$ cat config.mk
export PLATFORM = sky130hd
export DESIGN_NAME = cdb_arbiter
export DESIGN_NICKNAME = d
export VERILOG_FILES = /design/src/rtl/cdb_arbiter.sv
export SDC_FILE = /design/constraint.sdc
export NUM_CORES = 1
export LEC_CHECK = 0
export CELL_PAD_IN_SITES_DETAIL_PLACEMENT = 0
export CELL_PAD_IN_SITES_GLOBAL_PLACEMENT = 1
export CORE_UTILIZATION = 40
export CTS_BUF_LIST = sky130_fd_sc_hd__clkbuf_8 sky130_fd_sc_hd__clkbuf_16
export DETAILED_ROUTE_END_ITERATION = 10
export PLACE_DENSITY = 0.83
export SLEW_MARGIN = 10
export SYNTH_ARGS = -nofsm -noshare
export SYNTH_HDL_FRONTEND = slang
export SYNTH_SLANG_ARGS = --single-unit
$ cat constraint.sdc
create_clock -name clk -period 3.3 [get_ports clk]
set_input_delay 0.66 -clock clk [delete_from_list [all_inputs] [get_ports clk]]
set_output_delay 0.66 -clock clk [all_outputs]
set_load 0.01 [all_outputs]
$ cat src/rtl/cdb_arbiter.sv
`default_nettype none
// ============================================================================
// Module   : cdb_arbiter
// Brief    : Round-robin arbiter sharing the common data bus between units,
//            with a one-entry result slot per unit and a registered broadcast.
// Revision : 1.0 - initial release
// ============================================================================
module cdb_arbiter #(
    parameter int RSV_ID_W = 6,
    parameter int DATA_W   = 32,
    parameter int N_REQ    = 4,
    parameter int SRC_W    = $clog2(N_REQ),
    parameter int CDB_W    = RSV_ID_W + DATA_W
) (
    input  logic                   clk,
    input  logic                   rst,
    input  logic [N_REQ-1:0]       req_valid,
    input  logic [N_REQ*CDB_W-1:0] req_data,
    output logic [N_REQ-1:0]       req_ready,
    input  logic                   flush,
    output logic                   cdb_valid,
    output logic [CDB_W-1:0]       cdb,
    output logic [SRC_W-1:0]       cdb_src,
    output logic                   busy
);

    localparam int IDX_W = SRC_W + 1;

    logic [N_REQ-1:0] slot_valid;
    logic [CDB_W-1:0] slot_data [N_REQ];
    logic [SRC_W-1:0] ptr;

    logic [N_REQ-1:0] grant;
    logic [SRC_W-1:0] grant_idx;
    logic             any_grant;
    logic [IDX_W-1:0] cand;
    logic [N_REQ-1:0] accept;

    // Rotating search from ptr; the extra index bit absorbs the wrap for any N_REQ.
    always_comb begin
        grant     = '0;
        grant_idx = '0;
        any_grant = 1'b0;
        cand      = '0;
        for (int k = 0; k < N_REQ; k++) begin
            cand = {1'b0, ptr} + IDX_W'(k);
            if (cand >= IDX_W'(N_REQ)) begin
                cand = cand - IDX_W'(N_REQ);
            end
            if (!any_grant && slot_valid[cand[SRC_W-1:0]]) begin
                any_grant = 1'b1;
                grant_idx = cand[SRC_W-1:0];
            end
        end
        if (flush) begin
            any_grant = 1'b0;
        end
        if (any_grant) begin
            grant[grant_idx] = 1'b1;
        end
    end

    assign req_ready = ~{N_REQ{flush}} & (~slot_valid | grant);
    assign accept    = req_valid & req_ready;
    assign busy      = |slot_valid;

    always_ff @(posedge clk) begin
        if (rst) begin
            slot_valid <= '0;
            ptr        <= '0;
            cdb_valid  <= 1'b0;
            cdb        <= '0;
            cdb_src    <= '0;
            for (int i = 0; i < N_REQ; i++) begin
                slot_data[i] <= '0;
            end
        end else if (flush) begin
            slot_valid <= '0;
            cdb_valid  <= 1'b0;
        end else begin
            // A granted slot refilled in the same cycle stays valid.
            for (int i = 0; i < N_REQ; i++) begin
                if (accept[i]) begin
                    slot_valid[i] <= 1'b1;
                    slot_data[i]  <= req_data[i*CDB_W +: CDB_W];
                end else if (grant[i]) begin
                    slot_valid[i] <= 1'b0;
                end
            end
            cdb_valid <= any_grant;
            if (any_grant) begin
                cdb     <= slot_data[grant_idx];
                cdb_src <= grant_idx;
                ptr     <= (grant_idx == SRC_W'(N_REQ - 1)) ? '0 : grant_idx + 1'b1;
            end
        end
    end

endmodule
`default_nettype wire

==> results_dict.tcl <==
set metrics [dict create \
    dpl.hpwl_um 13500 \
    setup_tns_ns 0 \
    yosys.area.top_type "edfxtp_1" \
    avgRoutedWirePerCell_um 18.9 \
    power_frac_comb 0.116 \
    seq_area_sq_um 5510 \
    syn_nets 770 \
    grt_max_degree 78 \
    drive_above_1_share 0.0961 \
    vias 5518 \
    grt_pass1_wl_um 30700 \
    skew_ns 0.00787 \
    ctsHtreeMaxLevel 4 \
    intPower_w 0.00433 \
    fillers 1657 \
    fmax_mhz 315 \
    synth-seq-cells 199 \
    overflow 0 \
    dp_cells 1060 \
    muxShareOfSynthArea 0.0892 \
    clkLatencyLatePin_ns 0.43 \
    nets 969 \
    crit_top_cell "nor2_1" \
    clockBufferDepth 2 \
    swShare 0.231 \
    ys_warn_count 0 \
    worstSetupStartpoint "slot_valid[3]$_SDFFE_PP0P_" \
    cp-end-kind "output pin" \
    dieWidth_um 147 \
    p_total_w 0.00564 \
    cts_buffers 17 \
    first_iter_violations 283 \
    avgSynthCellArea_sq_um 13.8 \
    yosysSeqAreaShare 0.654 \
    cp.required_ns 2.64 \
    synth.distinct_cells 36 \
    crit_chain "nor2_1 -> a2111o_1 -> nand2_4 -> ha_1 -> nor2b_1 -> nor2_1 -> clkdlybuf4s50_1" \
    die_h_um 147 \
    path_max_fanout 8 \
    cts.reportedPaths.clkPinSlew_ns 0.07 \
    hold_violations 0 \
    setup_ws_ns 0.126 \
    maxSlewViolCount 0 \
    clock_sinks 199 \
    slowest_delay_ns 0.56 \
    synthFlopType "edfxtp_1" \
    critPathKind "flop to output pin" \
    ant_nets 0 \
    cp.buffers_inverters 1 \
    period_share 0.962 \
    grt_pass1_vias 5724 \
    track_usage 0.191 \
    yosysTopAreaCellShare 0.542 \
    clkPwrFrac 0.370 \
    netlist_top_cells_count "and2_1 (152), edfxtp_1 (152), mux2i_1 (75)" \
    p_leak_nw 4.13 \
    synth_top_family_by_area "simple AND/OR/NAND/NOR gates" \
    power_frac_seq 0.514 \
    drtPass1Iterations 4 \
    worst_setup_path_start_kind "flop" \
    portBuffers 204 \
    synth_edf_count 152 \
    outcome "finished clean" \
    r2r-start "slot_valid[3]$_SDFFE_PP0P_" \
    io_pins 205 \
    area_delta_synth_final_pct 35.1 \
    core_sq_um 20400 \
    gp_congestion 0.811 \
    switchingPower_w 0.00130 \
    critical_path.top_delay_family "buffers and inverters" \
    diodes 0 \
    synth_area_leaders "edfxtp_1 (54%), and2_1 (11%), dfxtp_1 (11%), mux2i_1 (8.9%), o221ai_2 (3.0%)" \
    synthAdderAreaFrac 0.00149 \
    peakVddDrop_uv 284 \
    cts_tree "done" \
    drc_errors 0 \
    relSlewSlack 0.590 \
    synthesis.area_sq_um 8420 \
    die_area_sq_um 21600 \
    drv_cap 0 \
    slowest_stage "clkdlybuf4s50_1" \
    rsz0062_at_grt "false" \
    antenna_found_initial 0 \
    layoutNonFillerInstCount 1092 \
    synth-xor-area-share 0 \
    worst_pin_slew_ns 0.615 \
    syn_inst 610 \
    synth_compound_area_frac 0.0760 \
    cts_setup_buffers 0 \
    multiInputGateArea_sq_um 2700 \
    worstPathArrival_ns 2.51 \
    powerDensity_nw_per_um2 496 \
    hold_class "flop to flop" \
    synthSimpleGateAreaFrac 0.149 \
    rows 52 \
    setup_violations 0 \
    viasPerCell 5.05 \
    finalCriticalPeriod_ns 3.17 \
    dpl_worst_slack_ns 0.463 \
    initial_utilization 0.412 \
    postSynth.asyncResetShare 0 \
    drt-total-wl_um 20600 \
    cts_root_buffer "clkbuf_16" \
    timing.hold.worst.start "cdb[11]$_SDFFE_PP0P_" \
]
[layout make-up]
cell class	instances	share of cell area
clock buffers	17	0.0374
clock inverters	15	0.0149
inverters	3	0.000990
multi-input cells	369	0.238
flip-flops and latches	199	0.484
well taps	270	0.0297
repair buffers	219	0.195
[stage by stage]
| step | area [sq um] | utilization | hold WS [ns] |
|---|---|---|---|
| finish | 11400 | 0.557 | 0.471 |
| global route | 11400 | 0.557 | 0.492 |
| CTS | 11400 | 0.556 | 0.469 |
| detailed placement | 10800 | 0.527 | 0.447 |
| global placement | 10800 | 0.527 | 0.450 |
| floorplan | 8420 | - | 0.479 |
[power by group through the flow]
stage	registers, W	logic (W)	clock network [W]
finish	0.00290	0.000656	0.00209
global route	0.00291	0.000700	0.00220
CTS	0.00290	0.000665	0.00211
detailed placement	0.00295	0.000662	0
global placement	0.00295	0.000650	0
floorplan	0.00295	0.000301	0
[routing by layer]
layer,vias to the layer above,part of all wire,GRT usage
met2,217,0.51,0.340
li1,2601,-,-
met1,2671,0.42,0.233
met5,-,0,0
met3,29,0.059,0.0363
met4,0,0.017,0.0634
[sequential cells by signal (all words and copies together) (netlist names)]
name,cells
cdb_valid,1
ptr,2
slot_data,152
cdb_src,2
cdb,38
slot_valid,4
[timing repair]
item                       4_1_cts  5_1_grt
setup endpoints to repair        1        1
pin swaps                        0        1
hold buffers                     0        0
resized for setup                1        2
[cells by family after synthesis]
kind of cell | count (synthesis)
muxes | 75
adders and majority gates | 1
and+or+nand+nor | 224
buffers and inverters | 42
AOI/OAI and AO/OA | 69
DFF | 199
[placed cells by master, fill, tap and decap left out, types with 17 or more instances in the layout]
cell type	count
and2_1	152
clkbuf_16	17
clkdlybuf4s50_1	204
dfxtp_1	46
edfxtp_1	152
mux2i_1	75
nand2_1	48
o221ai_1	20
o221ai_2	17
[worst register-to-register path, stage by stage (launching register included)]
cell and delay, ns:
dfxtp_1 0.48, nor2_1 0.09, a2111o_1 0.47, nand2_4 0.10, ha_1 0.17, nor2b_1 0.07
nor2_1 0.14, a21o_2 0.46, buf_12 0.27
[final timing paths]
check	cells after the start	endpoint	slack, ns
max reg2reg	8	slot_data[3][10]$_SDFFCE_PN0P_	0.73
min	2	cdb[11]$_SDFFE_PP0P_	0.47
min reg2reg	2	cdb[11]$_SDFFE_PP0P_	0.47
max	7	req_ready[3]	0.13
No activity file was read; power rests on OpenSTA's default activity.
